**src/rtl/car_pulse_generator.sv**
```systemverilog
// Drives the botonA/botonB sensor lines through one four-phase entry or exit
// pattern on command, with a programmable dwell per phase.
module car_pulse_generator #(
    parameter int CNT_W = 26
) (
    input  logic             clk,
    input  logic             rst,
    input  logic             start_entrada,
    input  logic             start_salida,
    input  logic [CNT_W-1:0] dwell,
    output logic             botonA,
    output logic             botonB,
    output logic             busy,
    output logic             done,
    output logic             dir
);

    typedef enum logic [2:0] {
        IDLE = 3'd0,
        P1   = 3'd1,
        P2   = 3'd2,
        P3   = 3'd3,
        GAP  = 3'd4
    } state_t;

    localparam logic [CNT_W-1:0] ONE  = {{(CNT_W-1){1'b0}}, 1'b1};
    localparam logic [CNT_W-1:0] ZERO = {CNT_W{1'b0}};

    state_t           state;
    logic [CNT_W-1:0] cnt;
    logic [CNT_W-1:0] dwell_lat;
    logic             phase_end;

    // dwell_lat is never zero, so the subtraction cannot underflow
    assign phase_end = (cnt == (dwell_lat - ONE));

    // Pattern sequencer: state, dwell counter and all registered outputs
    always_ff @(posedge clk) begin
        if (rst) begin
            state     <= IDLE;
            cnt       <= ZERO;
            dwell_lat <= ONE;
            botonA    <= 1'b0;
            botonB    <= 1'b0;
            busy      <= 1'b0;
            done      <= 1'b0;
            dir       <= 1'b0;
        end else begin
            done <= 1'b0;
            case (state)
                IDLE: begin
                    cnt    <= ZERO;
                    botonA <= 1'b0;
                    botonB <= 1'b0;
                    busy   <= 1'b0;
                    if (start_entrada ^ start_salida) begin
                        state     <= P1;
                        dir       <= start_entrada;
                        dwell_lat <= (dwell == ZERO) ? ONE : dwell;
                        busy      <= 1'b1;
                        // Entry opens with A only, exit with B only
                        botonA    <= start_entrada;
                        botonB    <= start_salida;
                    end
                end
                P1: begin
                    if (phase_end) begin
                        state  <= P2;
                        cnt    <= ZERO;
                        botonA <= 1'b1;
                        botonB <= 1'b1;
                    end else begin
                        cnt <= cnt + ONE;
                    end
                end
                P2: begin
                    if (phase_end) begin
                        state  <= P3;
                        cnt    <= ZERO;
                        botonA <= ~dir;
                        botonB <= dir;
                    end else begin
                        cnt <= cnt + ONE;
                    end
                end
                P3: begin
                    if (phase_end) begin
                        state  <= GAP;
                        cnt    <= ZERO;
                        botonA <= 1'b0;
                        botonB <= 1'b0;
                    end else begin
                        cnt <= cnt + ONE;
                    end
                end
                GAP: begin
                    if (phase_end) begin
                        state <= IDLE;
                        cnt   <= ZERO;
                        busy  <= 1'b0;
                        done  <= 1'b1;
                    end else begin
                        cnt <= cnt + ONE;
                    end
                end
                default: begin
                    state  <= IDLE;
                    cnt    <= ZERO;
                    botonA <= 1'b0;
                    botonB <= 1'b0;
                    busy   <= 1'b0;
                end
            endcase
        end
    end

endmodule

```
**config.mk**
```make
export PLATFORM = sky130hd
export DESIGN_NAME = car_pulse_generator
export DESIGN_NICKNAME = d
export VERILOG_FILES = /design/src/rtl/car_pulse_generator.sv
export SDC_FILE = /design/constraint.sdc
export NUM_CORES = 1
export LEC_CHECK = 0
export CAP_MARGIN = 20
export CORE_ASPECT_RATIO = 2
export CORE_MARGIN = 3
export CORE_UTILIZATION = 38
export CTS_CLUSTER_SIZE = 40
export DETAILED_ROUTE_END_ITERATION = 6
export SLEW_MARGIN = 20
export SYNTH_ARGS = -nofsm -noshare
export SYNTH_HDL_FRONTEND = slang
export SYNTH_SLANG_ARGS = --single-unit
```
**constraint.sdc**
```tcl
create_clock -name clk -period 2.9 [get_ports clk]
set_input_delay 0.29 -clock clk [delete_from_list [all_inputs] [get_ports clk]]
set_output_delay 0.29 -clock clk [all_outputs]
set_load 0.1 [all_outputs]
```
==> qor.txt, run 1 <==
Status: finished clean
CTS tree: yes
WHS Path Cells: 2
Final antenna-violating net count: 0
Maximum clock insertion buffer count: 2
Worst hold path class: register to register
Setup_tns: 0 ns
Drt pass-1 iters: 4
Xor and xnor area share after synthesis: 14.8%
DR WL/cell: 16.4 µm
Grt met2 use: 38.6%
Yosys Warn Count: 0
Initial Util: 39.8%
Complex-gate fraction of the synthesized area: 12.7%
Final instance area: 4400 µm²
Syn Area/Cell: 7.76 µm²
Via count: 3,368
Most Crowded Layer GR: met2
Highest clock rate: 360 MHz
Share of layout cells above drive strength 1: 13.8%
Final setup vio count: 0
Clk sink count: 60
DP HPWL: 7800 µm
Vias in the first global route: 3,490
Synth area leaders: dfxtp_1 34%, xnor2_1 8.5%, nand2_1 7.3%
Drt initial violations: 140
Leakage: 1.58 nW
Worst reg-to-reg path cell count: 7
VDD IR max: 0.000310 V
Placed Area: 4070 µm²
H-tree depth: 3
Met3 usage: 3.97%
Clock period minus worst slack: 2.78 ns
Setup crit end kind: register
Netlist Area Pre-Place: 3490 µm²
M1 GR Usage: 19.4%
Vias per std cell: 5.55
Synth area leader: dfxtp_1
Main combinational cell family by area after synthesis: simple AND/OR/NAND/NOR gates
Final cell count without fillers: 607
Clock Latency Late Sink: 0.33 ns
First-pass GRT wire length: 16,400 µm
CP Data Arrival Time: 3.00 ns
Gp weighted congestion: 0.911
Most frequent cells after synthesis: 68 x nand2_1, 60 x dfxtp_1, 55 x nor2_1
Synth top area share: 34.4%
Die width: 73.8 µm
Multiplexer area fraction after synthesis: 0.609%
Hold Buf Count CTS: 0
Max-slew violation count: 0
Hold_ws: 0.477 ns
DIE HEIGHT: 142 µm
Simple-gate share of the synthesized area: 32.0%
Worst-path clk slew: 0.05 ns
Final Hold Viols: 0
Post-synth ARST share: 0%
Num rows: 48
Startpoint types: register
Total CTS buffers: 9
Root Driver: clkbuf_16
Port Buffers: 34
Core area: 8770 µm²
Critical Path Fanout Max: 6
Placed cells: 590
Tot GR Track Use: 20.6%
Worst-margin pin slew: 0.596 ns
WL final: 9940 µm
Main synth FF type: dfxtp_1
Syn Inst Count: 450
Mapped Nets: 484
Initial antenna violation count: 0
# diodes: 0
Number of I/O pins: 35
Final Cycle Share: 95.8%
CP Class: register to register
WP data required: 3.12 ns
Die area: 10,400 µm²
Max Cap Viol: 0
GRT overflow: 0
Slew HR: 60.0%
#FFs+latches synth: 60
Residual DRC: 0
PwrDens: 561 nW/µm²
Worst Skew: 0.00674 ns
Register area share after synthesis: 34.4%
Adder-cell share of the synthesized area: 1.43%
Area growth, synth to finish: 26.0%
Nets: 536
Largest net degree at the start of global routing: 31
Post-synth EDFFs: 0
Count leader, synth: nand2_1
Post-synth cell types: 55
==> power by group <==
group          total [mW]  switching (mW)  internal, mW
registers           0.912          0.0457         0.866
clock network       0.954           0.356         0.599
logic               0.603           0.344         0.260
==> final cells by class <==
type | instances | area (µm²)
Multi-Input combinational cell | 359 | 2210
Clock buffer | 14 | 254
Timing Repair Buffer | 65 | 573
Clock inverter | 2 | 10.0
Sequential cell | 60 | 1200
Fill cell | 881 | 4370
Inverter | 7 | 26.3
Tap cell | 100 | 125
==> worst max-delay path, stage by stage, from the launching register on <==
cell,delay (ns)
dfxtp_1,0.30
or3_4,0.40
or4_4,0.50
nor4_2,0.21
a21oi_1,0.12
or4_4,0.59
nor4_4,0.33
and3b_1,0.21
==> per-layer routing <==
| layer | vias up | routed length (µm) |
|---|---|---|
| met4 | 0 | 512 |
| met2 | 72 | 5760 |
| met3 | 28 | 247 |
| met1 | 1590 | 3420 |
| met5 | - | 0 |
| li1 | 1678 | - |
==> repair_timing <==
action                                  4_1_cts  5_1_grt
gates resized for setup                       1       11
pin swaps                                     0        2
buffers inserted                              0        1
endpoints found under the setup margin       28       30
==> registers in the layout, summed over array words and instances, names as in the netlist <==
signal     flops
state          3
dir            1
botonB         1
cnt           26
busy           1
done           1
botonA         1
dwell_lat     26
==> path summary, 6_finish.rpt <==
kind              slack [ns]          start      endpoint
setup / recovery        0.12  dwell_lat[11]      state[0]
hold / removal          0.48   dwell_lat[8]  dwell_lat[8]
setup reg to reg        0.12  dwell_lat[11]      state[0]
hold reg to reg         0.48   dwell_lat[8]  dwell_lat[8]
==> per-stage QoR <==
step	power (mW)	worst slack, ns	utilization, %
after global placement	1.49	-0.00565	46.4
after CTS	2.47	0.0257	49.5
after floorplan	1.30	0.0104	-
after detailed placement	1.50	-0.0691	46.4
final	2.47	0.123	50.2
after global routing	2.59	-0.00337	50.2
==> cell usage in the layout (no fill, tap or decap), drive strengths merged, types with 3 or more instances in the layout <==
| cell | count |
|---|---|
| nand3 | 22 |
| ha | 4 |
| clkbuf | 14 |
| dfxtp | 60 |
| clkdlybuf4s50 | 29 |
| and3 | 7 |
| nand4 | 9 |
| a211oi | 3 |
| or2 | 3 |
| o21ai | 7 |
| o211ai | 3 |
| nor4 | 16 |
| nor3 | 19 |
| xnor2 | 34 |
| a21oi | 30 |
| nand2b | 5 |
| nand2 | 68 |
| nor2 | 55 |
| a31oi | 5 |
| or3 | 8 |
| inv | 7 |
| xor2 | 25 |
| or4 | 4 |
| buf | 36 |
==> cell families (layout without fill, tap and decap cells) <==
kind of cell | Yosys count | count (layout)
buffers and inverters | 31 | 88
adders and majority gates | 4 | 4
AOI/OAI and AO/OA | 67 | 67
DFF | 60 | 60
muxes | 2 | 2
and+or+nand+nor | 227 | 227
xor gates and xnor gates | 59 | 59
(Power assumes the default switching activity.)
==> run 2, diff against run 1 <==
- ABC_CLOCK_PERIOD_IN_PS: default -> 2900
==> results of run 2 <==
Same layout as run 1: the final DEF is identical, and so are final timing and power.
==> run 3, diff against run 2 <==
- CORE_MARGIN: 3 -> default
- HOLD_SLACK_MARGIN: default -> 0.02
==> run 3 against run 2 <==
  * Clock power up 12%
  * Via count fell by 0.42%
  * Hold slack improved by 0.0017 ns
  * Wire length grew 2.1%
  * Worst setup slack got worse by 0.0089 ns
  * Design area is 1.1% higher
  * Critical path type unchanged
  * Highest routed layer unchanged
==> qor.txt, run 3 (synthesized netlist as in run 1, its figures left out) <==
Status: finished clean
Levels on crit path: 9 (+2)
Worst-path clk slew: 0.05 ns (about the same)
GRT overflow: 0 (unchanged)
Startpoint types: register
WL final: 10,200 µm (+2.1%)
Share of layout cells above drive strength 1: 14.7% (+0.93 points)
Final antenna-violating net count: 0 (unchanged)
Max incr delay on CP: 0.51 ns (-0.08 ns)
Port Buffers: 34 (unchanged)
Placed Area: 4100 µm² (+0.61%)
Hold Buf Count CTS: 0 (unchanged)
Maximum clock insertion buffer count: 2 (unchanged)
Area growth, synth to finish: 27.4%
Clock period minus worst slack: 2.79 ns (+0.00891 ns)
Final instance area: 4450 µm² (+1.1%)
Largest registers: cnt x26, dwell_lat x26, state x3
WP data required: 3.12 ns (about the same)
Worst-margin pin slew: 0.506 ns (-0.0901 ns)
Drt initial violations: 168 (+20%)
Tot GR Track Use: 22.2% (+1.6 points)
Placed cells: 595 (+0.85%)
Final Cycle Share: 96.1% (+0.31 points)
Worst Skew: 0.00401 ns (-0.00272 ns)
Residual DRC: 0 (unchanged)
Largest net degree at the start of global routing: 28 (-9.7%)
Setup crit end kind: register
DR WL/cell: 16.6 µm (+1.5%)
# diodes: 0 (unchanged)
Critical Path Fanout Max: 25 (+19)
VDD IR max: 0.000471 V (+52%)
Worst hold path class: register to register
CP Class: register to register
Hold_ws: 0.479 ns (+0.00169 ns)
Place WS: -0.0450 ns (+0.0240 ns)
CTS tree: yes
Final Hold Viols: 0 (unchanged)
Crit-path slowest cell: or3b_4
Number of setup buffers added after CTS: 0 (unchanged)
Clk sink count: 60 (unchanged)
Number of I/O pins: 35 (unchanged)
Vias in the first global route: 3,398 (-2.6%)
Slew HR: 65.9% (+6.0 points)
Final cell count without fillers: 611 (+0.66%)
Leakage: 1.59 nW (+0.63%)
Nets: 538 (+0.37%)
DP HPWL: 7820 µm (+0.27%)
Vias per std cell: 5.49 (-1.1%)
Commonest cells after routing, fill and taps aside: 68 x nand2_1, 57 x dfxtp_1, 55 x nor2_1
Final setup vio count: 0 (unchanged)
CP Cell Sequence: nor3_1 > nand4_1 > buf_4 > o32ai_1 > nand4_1 > or3b_4 > o31ai_4 > buf_12 > nor2_1
Via count: 3,354 (-0.42%)
Setup_tns: 0 ns (unchanged)
Initial Util: 39.0% (-0.81 points)
Worst reg-to-reg path cell count: 9 (+2)
DIE HEIGHT: 138 µm (-2.8%)
Final core utilization: 49.7% (-0.48 points)
Max-slew violation count: 0 (unchanged)
Highest clock rate: 359 MHz (-0.32%)
H-tree depth: 3 (unchanged)
Pwr Total: 2.59 mW (+4.8%)
Die width: 69.8 µm (-5.4%)
Max Cap Viol: 0 (unchanged)
Commonest non-fill, non-tap cell in the layout: nand2_1
Final worst slack: 0.114 ns (-0.00891 ns)
Num rows: 49 (+2.1%)
PwrDens: 582 nW/µm² (+3.6%)
CP Data Arrival Time: 3.01 ns (about the same)
First-pass GRT wire length: 16,200 µm (-1.5%)
Root Driver: clkbuf_16
Gp weighted congestion: 0.949 (+4.2%)
CP most frequent cell: nand4_1
Clock Latency Late Sink: 0.33 ns (about the same)
CP delay by family, top: simple AND/OR/NAND/NOR gates
Drt pass-1 iters: 6 (+2)
Initial antenna violation count: 0 (unchanged)
Total CTS buffers: 9 (unchanged)
Die area: 9600 µm² (-8.1%)
Worst path bufs/invs: 2 (+2)
WHS Path Cells: 2 (unchanged)
Core area: 8950 µm² (+2.1%)
[run 3: cell count changes in the layout (fill, tap and decap cells not counted), moves of 2 or more]
cell        delta
clkinv_2       -2
clkinvlp_4     +4
clkbuf_1       -4
clkinv_4       +2
buf_4          +2
[run 3: layout make-up]
class / count / area, µm²
well taps: 102 / 128
clock buffers: 9 / 225
clock inverters: 7 / 77.6
fillers: 884 / 4500
flip-flops and latches: 60 / 1200
repair buffers: 67 / 588
inverters: 7 / 26.3
multi-input cells: 359 / 2200
[run 3: path summary, 6_finish.rpt]
| check | startpoint | end | slack, ns |
|---|---|---|---|
| setup / recovery | dwell_lat[9] | cnt[12] | 0.11 |
| hold / removal | busy | busy | 0.48 |
| setup reg to reg | dwell_lat[9] | cnt[12] | 0.11 |
| hold reg to reg | busy | busy | 0.48 |
[run 3: repair_timing]
action,in CTS,in global routing
pin swaps,0,1
setup endpoints to repair,2,31
resized for setup,1,10
[run 3: metal layers]
layer / vias up / wire, µm / track usage [%]
li1: 1678 / - / -
met3: 32 / 207 / 4.17
met4: 0 / 563 / 16.4
met5: - / 0 / 0
met1: 1588 / 3450 / 19.1
met2: 56 / 5930 / 43.8
[run 3: worst reg2reg max path: stages, from the launching register on]
cell	delay (ns)
dfxtp_1	0.37
nor3_1	0.33
nand4_1	0.14
buf_4	0.18
o32ai_1	0.39
nand4_1	0.21
or3b_4	0.51
o31ai_4	0.28
buf_12	0.20
nor2_1	0.08
[run 3: power breakdown]
part           switching [mW]  total (mW)  internal, mW
clock                   0.401        1.07         0.666
combinational           0.347       0.610         0.262
sequential             0.0452       0.910         0.865
